===== src/rtl/bcd_counter4.sv =====
// Four-digit packed-BCD up/down counter advanced by a programmable prescaler.
// Supports synchronous clear, validated load, and wrap or saturate at the range ends.
module bcd_counter4 #(
    parameter int unsigned DIV = 50000000,
    parameter bit          SAT = 1'b0
) (
    input  logic        clk,
    input  logic        rst,
    input  logic        en,
    input  logic        up,
    input  logic        clr,
    input  logic        load,
    input  logic [15:0] load_val,
    output logic [15:0] count,
    output logic        step,
    output logic        wrap,
    output logic        load_err
);

    localparam int unsigned PW   = (DIV > 1) ? $clog2(DIV) : 1;
    localparam logic [PW-1:0] PMAX = PW'(DIV - 1);

    logic [PW-1:0] presc;
    logic [15:0]   count_nxt;
    logic          range_end;
    logic          load_ok;
    logic          carry;
    logic [3:0]    digit;

    // Ripple carry/borrow across all four digits; carry out of the top digit marks a range end
    always_comb begin
        count_nxt = count;
        carry     = 1'b1;
        load_ok   = 1'b1;
        digit     = '0;
        for (int unsigned i = 0; i < 4; i++) begin
            digit = count[4*i +: 4];
            if (carry) begin
                if (up) begin
                    carry              = (digit == 4'd9);
                    count_nxt[4*i +: 4] = carry ? 4'd0 : digit + 4'd1;
                end else begin
                    carry              = (digit == 4'd0);
                    count_nxt[4*i +: 4] = carry ? 4'd9 : digit - 4'd1;
                end
            end
            if (load_val[4*i +: 4] > 4'd9) begin
                load_ok = 1'b0;
            end
        end
        range_end = carry;
    end

    always_ff @(posedge clk or posedge rst) begin
        if (rst) begin
            count    <= '0;
            presc    <= '0;
            step     <= 1'b0;
            wrap     <= 1'b0;
            load_err <= 1'b0;
        end else begin
            step     <= 1'b0;
            wrap     <= 1'b0;
            load_err <= 1'b0;
            if (clr) begin
                count <= '0;
                presc <= '0;
            end else if (load) begin
                if (load_ok) begin
                    count <= load_val;
                    presc <= '0;
                end else begin
                    load_err <= 1'b1;
                end
            end else if (en) begin
                if (presc == PMAX) begin
                    presc <= '0;
                    if (range_end && SAT) begin
                        wrap <= 1'b1;
                    end else begin
                        count <= count_nxt;
                        step  <= 1'b1;
                        wrap  <= range_end;
                    end
                end else begin
                    presc <= presc + 1'b1;
                end
            end
        end
    end

endmodule


===== config.mk =====
export PLATFORM = sky130hd
export DESIGN_NAME = bcd_counter4
export DESIGN_NICKNAME = d
export VERILOG_FILES = /design/src/rtl/bcd_counter4.sv
export SDC_FILE = /design/constraint.sdc
export NUM_CORES = 1
export LEC_CHECK = 0
export ABC_AREA = 1
export ABC_CLOCK_PERIOD_IN_PS = 2200
export CAP_MARGIN = 10
export CORE_AREA = 3 3 104 106
export CTS_CLUSTER_SIZE = 28
export DETAILED_ROUTE_END_ITERATION = 7
export DIE_AREA = 0 0 107 109
export GPL_ROUTABILITY_DRIVEN = 0
export PLACE_DENSITY_LB_ADDON = 0.08
export SYNTH_ARGS = -nofsm -noshare
export SYNTH_HDL_FRONTEND = slang
export SYNTH_SLANG_ARGS = --single-unit

===== constraint.sdc =====
create_clock -name clk -period 2.2 [get_ports clk]
set_input_delay 0.22 -clock clk [delete_from_list [all_inputs] [get_ports clk]]
set_output_delay 0.22 -clock clk [all_outputs]
set_load 0.02 [all_outputs]

== Yosys cells after proc, flatten, opt, wreduce, memory -nomap -nowiden ==
Index checks and enable logic that the tools add are counted.
Word-level totals
  flip-flop bits (word level): 45
  word-level logic and storage cells: 88
Operators by class
  multiplexer cells: 47
  reduce and logical (&&, ||, !) cells: 14
  magnitude comparators: 4
  equal/unequal tests: 6
  add/subtract/negate cells: 9
Operators with widths (number)
  $mux 26: 5
  $mux 16: 5
  $mux 4: 15
  $add 26x1->26 const B: 1
  $eq 26x26->1 const B: 1
  $mux 1: 22
  $add 4x1->4 const B: 4
  $eq 4x4->1 const B: 4
  $gt 4x4->1 const B: 4
  $logic_not 4->1: 4
  $sub 4x1->4 const B: 4
  $reduce_bool 3->1: 5
  $reduce_and 4->1: 3
  $ne 3x2->1 const B: 1
  $reduce_and 3->1: 1
  $reduce_and 2->1: 1

== Longest topological paths before layout ==
  depth after elaboration: 9
  depth in mapped cells: 11
  gate-level depth less buffers: 11

== Least setup slack after synthesis ==
OpenSTA, ideal clock, no wires.
  kind: register to register
  start: reg count[0]
  end: reg count[13]
  library setup time: 118 ps
  data arrival time: 1622 ps
  cell stages (with the launch flop): 12
  data required time: 2082 ps
  path slack: 459 ps
  period minus slack after synthesis: 1741 ps
  cell sequence: dfrtp_1 > inv_1 > ha_1 > nand2_1 > nor2_1 > nand2_1 > nand2_1 > nand2_1 > o21ai_2 > nand3_1 > nand2_1 > nand2_1
Between the ends
  word-level cells in the longest chain between the ends: 6
  elaborated cells on any way between the ends: 7
RTL lines
  start, declared: RTL line 14  | output logic [15:0] count,
  start signal, assigned: RTL line 70  | count <= load_val;
  start signal, assigned: RTL line 81  | count <= count_nxt;
  $eq 4x4->1 / $logic_not 4->1 (equally long branches): RTL line 40, 43
  $mux 1 (*): RTL line 39  | if (up) begin
  $mux 1 (*) (2 in a row): RTL line 38  | if (carry) begin
  $reduce_bool 3->1 (no line) (*)
  $reduce_and 4->1 (no line) (*)
Mark *: on every way between the ends. The rest lies on a longest branch, timed or not.
A chain may end at the register's enable or synchronous reset.

== Worst setup path after layout ==
  start: reg count[1]
  end: reg count[9]
Between the ends
  word-level cells in the longest chain between the ends: 5
  elaborated cells on any way between the ends: 6
RTL lines (RTL line)
  $eq 4x4->1 / $logic_not 4->1 (equally long branches): 40, 43
  $mux 1 (*): 39
  $mux 1 (*): 38
  $reduce_bool 3->1 (no line) (*)
  $reduce_and 4->1 (no line) (*)
Marks and branches as above.

==> flow_summary.yaml <==
route:
  ant_nets: 0
  drtIter0Drc: 167
  vias: 3623
  post_drt_wl_per_cell_um: 14.2
  viasPerCell: 5.04
  route.detailed.drc: 0
  wl_um: 10200
  dr.pass1.iters: 5
grt:
  met1_usage_pct: 26.6
  grt_use_met2_pct: 28.7
  grt_first_pass_wirelength_um: 16800
  grt_most_used_layer: "met2"
  antenna_found_initial: 0
  grt_util_all_layers_pct: 18.1
  grt_max_degree: 46
  grt_pass1_vias: 3379
  gr-usage-met3_pct: 2.61
  gr-total-overflow: 0
placed_design:
  place_ws_ns: 0.151
  dp_hpwl_um: 7580
  dpl_cell_area_um2: 4050
  port_buffers: 40
layout:
  final_cell_mix: "nand2_1, nor2_1, inv_1, nand3_1, dfrtp_1"
  fillers: 1069
  fin_util_pct: 42.1
  antenna_cells: 0
  mostFrequentLayoutCell: "nand2_1"
  multiInputGateArea_um2: 2020
  drive_gt1_share_pct: 7.51
  final_nets: 617
  area_growth_pct: 19.1
  layout.area.seq_um2: 1130
  fin_area_um2: 4150
logic_synthesis:
  avgSynthCellArea_um2: 6.44
  syn_area_um2: 3480
  ys_top_cells_by_area: "dfrtp_1, nand2_1, nor2_1"
  yosysTopAreaCellShare_pct: 32.3
  synth_top_cell_by_area: "dfrtp_1"
  ys_seq_area_share_pct: 32.3
  synth_cell_types: 33
  synth-warning-count: 0
  syn_inst: 541
  synth-seq-cells: 45
  syn_nets: 573
clock_tree:
  clock-sinks: 45
  h-tree-depth: 2
  post_cts_buffers: 0
  clk_latency_ns: 0.31
  cts_made_buffers: 5
  cts_hold_buf: 0
  cts_buffer_depth: 2
  ctsRootBufferMaster: "clkbuf_8"
  clk_pin_slew_worst_paths_ns: 0.10
  cts_tree: "built"
sta:
  setup_tns_ns: 0
  slew_headroom_pct: 57.8
  setup_viol: 0
  rsz0062_at_grt: "no"
  finalHoldViolCount: 0
  worst_pin_slew_ns: 0.632
  fin_crit_ns: 1.96
  fmax_ghz: 0.510
  report.final.slew_viol_count: 0
  timing.final.ws_setup_ns: 0.239
  finClkSkew_ns: 0.0103
  period_share_pct: 89.1
critical_path:
  r2r-end: "count[9]"
  rr_startpoint: "count[1]"
  path_cells: "inv_1 > ha_1 > nand2_1 > nor2_1 > nand2_1 > nand2_1 > nand2_1 > a21oi_1 > nand3_1 > nand2_1"
  endpoint_kind: "register"
  reg2reg_slack_ns: 0.24
  critical_path_class: "register to register"
  critPathMaxFanout: 4
  worst_path_most_repeated_cell: "nand2_1"
  critPathLaunchType: "register"
  r2r_cells: 10
  critical-path-slowest-cell: "dfrtp_1"
  crit_arrival_ns: 2.20
  slowest_delay_ns: 0.43
  required_ns: 2.44
die:
  pin_count: 41
  num_rows: 36
  die-area_um2: 11700
  die_y_um: 109
  core-area_um2: 9860
  die_x_um: 107
  start_util_pct: 35.3
flow_run:
  maxCapViolations: 0
hold_path:
  hold_class: "input pin to async pin"
power:
  ir_drop_uv: 279
  p_leak_nw: 1.90
  power_density_nw_per_um2: 558
outcome:
  status: "finished clean"
==> through the flow <==
step | total power [mW] | std cells | hold slack, ns
after CTS | 2.34 | 719 | 0.424
after global placement | 1.78 | 711 | 0.527
after detailed placement | 1.78 | 711 | 0.522
final | 2.32 | 719 | 0.396
after floorplan | 1.48 | 541 | 0.366
after global routing | 2.48 | 719 | 0.456
==> worst max path at each step <==
stage	start	end	depth (start not counted)
2_1_floorplan	count[0]	count[13]	11
3_3_place_gp	up	count[13]	8
3_5_place_dp	up	count[13]	8
4_1_cts	count[1]	count[15]	11
5_1_grt	count[1]	count[12]	11
6_report	count[1]	count[9]	10
==> per-layer routing <==
| layer | up-vias | part of all wire (%) |
|---|---|---|
| met3 | 7 | 4.1 |
| met2 | 91 | 44 |
| met5 | - | 0 |
| li1 | 1851 | - |
| met1 | 1674 | 51 |
| met4 | 0 | 0.72 |
==> critical path: cells and delay by family (launching register included) <==
family,cells,cell delay (ns)
simple gates,7,0.77
compound gates,1,0.32
flops,1,0.43
buf+inv,1,0.14
fa+ha+maj,1,0.24
==> synthesized netlist by cell type (all sizes together) <==
| master | instances |
|---|---|
| nand3 | 57 |
| and2 | 1 |
| clkbuf | 5 |
| nor3b | 1 |
| nor4 | 1 |
| a22oi | 1 |
| clkinv | 2 |
| o21a | 2 |
| ha | 10 |
| a21oi | 18 |
| nor2 | 82 |
| xnor2 | 1 |
| xor2 | 6 |
| dfrtp | 45 |
| nand4 | 28 |
| nor3 | 9 |
| o211ai | 5 |
| nand2 | 151 |
| o21ai | 37 |
| buf | 9 |
| o21bai | 2 |
| inv | 68 |
==> layout make-up <==
cell class                 instances  share of cell area (%)
clock inverter                     3                   0.513
timing repair buffer              51                    11.6
multi-input combinational        412                    48.7
sequential                        45                    27.1
tap                              133                    4.01
clock buffer                       5                    1.66
inverter                          70                    6.33
==> what timing repair did <==
action / CTS / global route
endpoints found under the hold margin: 0 / 0
resized for setup: 0 / 1
setup endpoints to repair: 0 / 2
==> report_power, final <==
group | switching [mW] | internal [mW]
registers | 0.0891 | 0.882
logic | 0.478 | 0.319
clock network | 0.324 | 0.226
total | 0.891 | 1.43
==> kinds of logic (layout without fill, tap and decap cells) <==
group | after synthesis | after routing | share of synthesized area [%]
buf+inv | 84 | 129 | 9.84
flops | 45 | 45 | 32.3
fa+ha+maj | 10 | 10 | 3.59
simple gates | 330 | 330 | 42.0
xor+xnor | 7 | 7 | 1.76
compound gates | 65 | 65 | 10.5
==> flip-flops by register name (all words and copies together) (netlist names) <==
signal / cells
step: 1
presc: 26
count: 16
load_err: 1
wrap: 1
No activity file was read; power rests on OpenSTA's default activity.
